## src/rtl/limb_pkg.sv

```systemverilog
// Shared types and bus encodings for the processor memory arbiter.
// Used by memory_arbiter and memory_arbiter_select.
package limb_pkg;

  typedef enum logic [1:0] {
    ST_IDLE = 2'd0,
    ST_ADDR = 2'd1,
    ST_DATA = 2'd2
  } arb_state_e;

  typedef enum logic {
    OWN_FETCH = 1'b0,
    OWN_DATA  = 1'b1
  } owner_e;

  localparam logic [1:0] TRANS_IDLE  = 2'b00;
  localparam logic [1:0] TRANS_NSEQ  = 2'b10;
  localparam logic [1:0] TRANS_SEQ   = 2'b11;

  localparam logic [1:0] PROT_OPCODE = 2'b00;
  localparam logic [1:0] PROT_DATA   = 2'b01;

  function automatic logic [1:0] prot_of(owner_e o);
    return (o == OWN_DATA) ? PROT_DATA : PROT_OPCODE;
  endfunction

endpackage

```

## src/rtl/memory_arbiter_select.sv

```systemverilog
// Combinational grant picker for the fetch and data channels.
// MEMORY_ARBITER_ROUND_ROBIN_EN selects alternating priority on contention.
module memory_arbiter_select
  import limb_pkg::*;
(
  input  logic   f_req_i,
  input  logic   d_req_i,
  input  logic   en_i,
`ifdef MEMORY_ARBITER_ROUND_ROBIN_EN
  input  owner_e pref_i,
`endif
  output logic   f_gnt_o,
  output logic   d_gnt_o
);

  logic pick_d;

`ifdef MEMORY_ARBITER_ROUND_ROBIN_EN
  // pref_i names the channel that wins the next tie
  always_comb begin
    pick_d = d_req_i;
    if (f_req_i && d_req_i) begin
      pick_d = (pref_i == OWN_DATA);
    end
  end
`else
  always_comb begin
    pick_d = d_req_i;
  end
`endif

  always_comb begin
    d_gnt_o = en_i & pick_d;
    f_gnt_o = en_i & f_req_i & ~pick_d;
  end

endmodule

```

## src/rtl/memory_arbiter.sv

```systemverilog
// Shares the single-port memory bus between fetch and data channels.
// Optional MEMORY_ARBITER_ROUND_ROBIN_EN alternates priority on contention.
module memory_arbiter
  import limb_pkg::*;
#(
  parameter int AW = 32,
  parameter int DW = 32
) (
  input  logic          clk,
  input  logic          reset,
  input  logic          f_req,
  input  logic [AW-1:0] f_addr,
  output logic          f_gnt,
  output logic          f_rvalid,
  output logic [DW-1:0] f_rdata,
  output logic          f_err,
  input  logic          d_req,
  input  logic [AW-1:0] d_addr,
  input  logic          d_write,
  input  logic [DW-1:0] d_wdata,
  input  logic          d_size,
  output logic          d_gnt,
  output logic          d_rvalid,
  output logic [DW-1:0] d_rdata,
  output logic          d_err,
  output logic [AW-1:0] mem_addr,
  output logic [DW-1:0] mem_wdata,
  input  logic [DW-1:0] mem_rdata,
  input  logic          mem_abort,
  output logic          mem_write,
  output logic          mem_size,
  output logic [1:0]    mem_prot,
  output logic [1:0]    mem_trans
);

  arb_state_e    state_q, state_d;

  owner_e        own_q, own_d;
  logic [AW-1:0] addr_q, addr_d;
  logic [DW-1:0] wdata_q, wdata_d;
  logic          write_q, write_d;
  logic          size_q, size_d;
  logic [1:0]    prot_q, prot_d;
  logic [1:0]    trans_q, trans_d;
  logic          prev_v_q;

  logic          gnt_en;
  logic          any_gnt;
  logic          is_seq;
  logic [AW:0]   addr_inc;
  logic          rsp_v;

`ifdef MEMORY_ARBITER_ROUND_ROBIN_EN
  owner_e        pref_q;

  always_ff @(posedge clk or posedge reset) begin
    if (reset) begin
      pref_q <= OWN_FETCH;
    end else if (any_gnt) begin
      pref_q <= d_gnt ? OWN_FETCH : OWN_DATA;
    end
  end
`endif

  always_comb begin
    gnt_en = ((state_q == ST_IDLE) || (state_q == ST_DATA)) && !reset;
  end

  memory_arbiter_select u_select (
    .f_req_i (f_req),
    .d_req_i (d_req),
    .en_i    (gnt_en),
`ifdef MEMORY_ARBITER_ROUND_ROBIN_EN
    .pref_i  (pref_q),
`endif
    .f_gnt_o (f_gnt),
    .d_gnt_o (d_gnt)
  );

  // Carry out of the increment must not match, so compare in AW+1 bits
  always_comb begin
    any_gnt  = f_gnt | d_gnt;
    own_d    = d_gnt ? OWN_DATA : OWN_FETCH;
    addr_d   = d_gnt ? d_addr : f_addr;
    wdata_d  = d_gnt ? d_wdata : '0;
    write_d  = d_gnt & d_write;
    size_d   = d_gnt ? d_size : 1'b1;
    prot_d   = prot_of(own_d);
    addr_inc = {1'b0, addr_q} + {{AW{1'b0}}, 1'b1};
    is_seq   = prev_v_q && (own_d == own_q)
               && ({1'b0, addr_d} == addr_inc);
    trans_d  = is_seq ? TRANS_SEQ : TRANS_NSEQ;
  end

  always_ff @(posedge clk or posedge reset) begin
    if (reset) begin
      state_q <= ST_IDLE;
    end else begin
      state_q <= state_d;
    end
  end

  always_comb begin
    state_d = state_q;
    unique case (state_q)
      ST_IDLE: begin
        if (any_gnt) state_d = ST_ADDR;
      end
      ST_ADDR: begin
        state_d = ST_DATA;
      end
      ST_DATA: begin
        state_d = any_gnt ? ST_ADDR : ST_IDLE;
      end
      default: begin
        state_d = ST_IDLE;
      end
    endcase
  end

  always_ff @(posedge clk or posedge reset) begin
    if (reset) begin
      own_q    <= OWN_FETCH;
      addr_q   <= '0;
      wdata_q  <= '0;
      write_q  <= 1'b0;
      size_q   <= 1'b0;
      prot_q   <= 2'b00;
      trans_q  <= TRANS_IDLE;
      prev_v_q <= 1'b0;
    end else if (any_gnt) begin
      own_q    <= own_d;
      addr_q   <= addr_d;
      wdata_q  <= wdata_d;
      write_q  <= write_d;
      size_q   <= size_d;
      prot_q   <= prot_d;
      trans_q  <= trans_d;
      prev_v_q <= 1'b1;
    end
  end

  always_comb begin
    mem_addr  = addr_q;
    mem_wdata = wdata_q;
    mem_size  = size_q;
    mem_prot  = prot_q;
    mem_write = (state_q == ST_ADDR) & write_q;
    mem_trans = (state_q == ST_ADDR) ? trans_q : TRANS_IDLE;
  end

  always_comb begin
    rsp_v    = (state_q == ST_DATA);
    f_rvalid = rsp_v && (own_q == OWN_FETCH);
    d_rvalid = rsp_v && (own_q == OWN_DATA);
    f_rdata  = f_rvalid ? mem_rdata : '0;
    d_rdata  = (d_rvalid && !write_q) ? mem_rdata : '0;
    f_err    = f_rvalid & mem_abort;
    d_err    = d_rvalid & mem_abort;
  end

endmodule
```

## config.mk

```make
export PLATFORM = sky130hd
export DESIGN_NAME = memory_arbiter
export DESIGN_NICKNAME = d
export VERILOG_FILES = /design/src/rtl/limb_pkg.sv /design/src/rtl/memory_arbiter_select.sv /design/src/rtl/memory_arbiter.sv
export SDC_FILE = /design/constraint.sdc
export NUM_CORES = 1
export LEC_CHECK = 0
export CORE_AREA = 2 2 107 109
export DETAILED_ROUTE_END_ITERATION = 8
export DIE_AREA = 0 0 109 111
export DONT_BUFFER_PORTS = 1
export GPL_ROUTABILITY_DRIVEN = 0
export PLACE_DENSITY = 0.61
export SETUP_SLACK_MARGIN = 0.05
export SYNTH_ARGS = -nofsm -noshare
export SYNTH_HDL_FRONTEND = slang
export SYNTH_SLANG_ARGS = --single-unit
export TNS_END_PERCENT = 50
```

## constraint.sdc

```tcl
create_clock -name clk -period 3.3 [get_ports clk]
set_input_delay 0.99 -clock clk [delete_from_list [all_inputs] [get_ports clk]]
set_output_delay 0.99 -clock clk [all_outputs]
set_load 0.01 [all_outputs]
```

==> flow_summary.yaml, run 1 <==
outcome:
  status: "complete, no violations"
setup_path:
  critPathCaptureType: "output pin"
  crit_type: "register to output pin"
  worstPathArrival_ns: 1.96
  r2r_end: "trans_q[0]$_DFFE_PP0P_"
  critPathMostFrequentCell: "buf_4"
  critPathLaunchType: "register"
  cp_slowest_cell: "nor3b_2"
  cp_cell_sequence: "buf_4, nor3b_2, buf_4, and2_1"
  r2r_setup_slack_ns: 0.59
  r2r-start: "state_q[0]$_DFFE_PP0P_"
  slowest_delay_ns: 0.51
  worstRegToRegCells: 9
  crit_path_max_fanout: 21
  cpLargestDelayFamily: "simple AND/OR/NAND/NOR gates"
  cp.required_ns: 2.31
  critPathBufInv: 2
timing:
  final-hold-violation-count: 0
  tns_ns: 0
  finalClockSkew_ns: 0.00283
  finalCriticalPeriod_ns: 2.95
  drv_slew: 0
  tightest_slew_ns: 1.23
  clock.fmax_mhz: 339
  rsz0062_at_grt: "false"
  finalCritPeriodShare: 0.893
  slew-limit-headroom: 0.181
  finalSetupViolCount: 0
drt:
  drtAntennaViolNets: 0
  wl_per_cell_um: 19.7
  drc: 0
  routed_wl_mm: 12.3
  drtPass1Iterations: 4
  drtIter0Drc: 207
  via_per_inst: 5.80
  num_vias: 3622
clocking:
  cts_setup_buffers: 0
  clk_pin_slew_worst_paths_ns: 0.06
  post_cts_resized: 0
  clk_latency_ns: 0.33
  cts_tree: "yes"
  cts.sinks: 71
  clk_path_buf_depth: 2
  cts_hold_buf: 0
  root_buffer: "clkbuf_16"
  htreeDepth: 3
  cts_made_buffers: 9
power_and_ir_drop:
  p_int_w: 0.00181
  pwr_density_cell_nw_per_um2: 570
  leakage_nw: 2.08
  comb_power_share: 0.210
  swShare: 0.360
  clockPowerShare: 0.325
  power.switching_w: 0.00102
  seqPwrFrac: 0.465
  power_w: 0.00282
  irDropWorstVdd_uv: 269
cells_and_area:
  syn_to_final_growth_pct: 9.66
  fin_nets: 613
  fin_area_um2: 4950
  antenna_cells: 0
  final_cell_mix: "and2_1 (71), dfrtp_1 (71), nand2_1 (50)"
  layout-drive-gt1-share: 0.0975
  final_cell_count_no_fill: 625
grt:
  antenna_found_initial: 0
  grt_max_degree: 61
  groute.usage.overall: 0.201
  grt_pass1_wl_mm: 18.6
  grt_overflow: 0
  grt_pass1_vias: 3447
floorplanning:
  core-area_um2: 11100
  die-area_um2: 12100
  die_x_um: 109
  die_h_um: 111
  start_util: 0.408
  ioPinCount: 275
  row_count: 39
min_path:
  holdPathStages: 1
  hp-start: "state_q[1]$_DFFE_PP0P_"
  worst_hold_path_type: "register to register"
  holdPathEnd: "state_q[1]$_DFFE_PP0P_"
placement:
  placed_area_um2: 4670
  port-buffer-count: 0
  hpwl_mm: 9.58
  place_inst: 609
synth:
  syn_area_um2: 4520
  synth-edff-count: 0
  postSynthAreaPerCell_um2: 9.32
  syn_nets: 621
  ys_async_sr_fraction: 1.00
  synthCells: 485
  ys.flop_type: "dfrtp_1"
  synth_warnings: 0
  ys_ff_latch: 71
  ys_seq_area_frac: 0.393
  synth_cell_types: 56
run:
  drv_cap: 0
-- metal layers --
metal / track usage / part of all wire
met5: 0 / 0
met4: 0.0581 / 0.0098
met3: 0.0711 / 0.098
met2: 0.288 / 0.45
met1: 0.285 / 0.45
-- synth_stat cells (all sizes together), types with 6 or more instances --
cell | number | area share
xor2 | 12 | 0.023
and2 | 71 | 0.098
nand2 | 50 | 0.042
nand4 | 12 | 0.018
clkbuf | 19 | 0.016
xnor2 | 30 | 0.058
dfrtp | 71 | 0.39
a22o | 33 | 0.064
o21ai | 38 | 0.042
and3 | 6 | 0.0083
a31oi | 6 | 0.0083
buf | 11 | 0.020
nor3 | 12 | 0.016
nor2 | 16 | 0.014
inv | 7 | 0.0058
nand3 | 12 | 0.016
mux2i | 33 | 0.074
nor4 | 6 | 0.013
-- power groups by stage --
stage | logic (W) | clock network (W) | registers [W]
floorplan | 0.000509 | 0 | 0.00124
global placement | 0.000581 | 0 | 0.00133
detailed placement | 0.000597 | 0 | 0.00133
CTS | 0.000598 | 0.000945 | 0.00131
global route | 0.000666 | 0.000996 | 0.00134
finish | 0.000594 | 0.000916 | 0.00131
-- final cells by class --
| cell class | instances | area (µm²) |
|---|---|---|
| timing repair buffer | 11 | 120 |
| multi-input combinational | 377 | 2570 |
| clock inverter | 7 | 56.3 |
| clock buffer | 9 | 225 |
| sequential | 71 | 1780 |
| inverter | 7 | 26.3 |
| tap | 143 | 179 |
| fill | 1070 | 6120 |
-- state kept, by name, summed over array words and instances, names as in the netlist --
| register | cells |
|---|---|
| write_q | 1 |
| state_q | 2 |
| mem_size | 1 |
| mem_wdata | 32 |
| trans_q | 2 |
| own_q | 1 |
| mem_addr | 32 |
-- per-stage QoR --
step / setup slack [ns] / hold WS [ns] / util
2_1_floorplan: 0.377 / 0.431 / -
3_3_place_gp: 0.188 / 0.451 / 0.422
3_5_place_dp: 0.0866 / 0.465 / 0.422
4_1_cts: 0.353 / 0.478 / 0.447
5_1_grt: 0.219 / 0.522 / 0.447
6_report: 0.352 / 0.474 / 0.447
-- cell families (layout without fill, tap and decap cells) --
logic type / Yosys count / after routing / share of synthesized area
xor+xnor: 42 / 42 / 0.0814
flops: 71 / 71 / 0.393
fa+ha+maj: 1 / 1 / 0.00277
compound gates: 95 / 95 / 0.146
simple gates: 203 / 203 / 0.255
other cells: 1 / 1 / 0.000830
mux: 35 / 35 / 0.0789
buf+inv: 37 / 34 / 0.0418
-- worst register-to-register path, cell delays in order (launching register included) --
cell     delay (ns)
dfrtp_1        0.40
nor3b_4        0.31
buf_12         0.26
mux2i_1        0.47
xor2_1         0.18
nor2_1         0.05
mux2_2         0.28
nor4_1         0.32
nand4_1        0.16
o31ai_2        0.19
-- worst max path at each step --
stage	start	end	slack [ns]	depth (start not counted)
2_1_floorplan	reset	d_gnt	0.38	5
3_3_place_gp	d_req	trans_q[0]$_DFFE_PP0P_	0.19	8
3_5_place_dp	d_req	trans_q[0]$_DFFE_PP0P_	0.09	9
4_1_cts	state_q[0]$_DFFE_PP0P_	f_rdata[22]	0.35	4
5_1_grt	state_q[0]$_DFFE_PP0P_	f_rdata[26]	0.22	4
6_report	state_q[0]$_DFFE_PP0P_	f_rdata[22]	0.35	4
(Power assumes the default switching activity.)
==> run 2, diff against run 1 <==
--- a/config.mk
+++ b/config.mk
@@ -9,7 +9,6 @@
 export DETAILED_ROUTE_END_ITERATION = 8
 export DIE_AREA = 0 0 109 111
 export DONT_BUFFER_PORTS = 1
-export GPL_ROUTABILITY_DRIVEN = 0
 export PLACE_DENSITY = 0.61
 export SETUP_SLACK_MARGIN = 0.05
 export SYNTH_ARGS = -nofsm -noshare
==> results of run 2 <==
Final layout, timing and power as in run 1 (identical DEF).
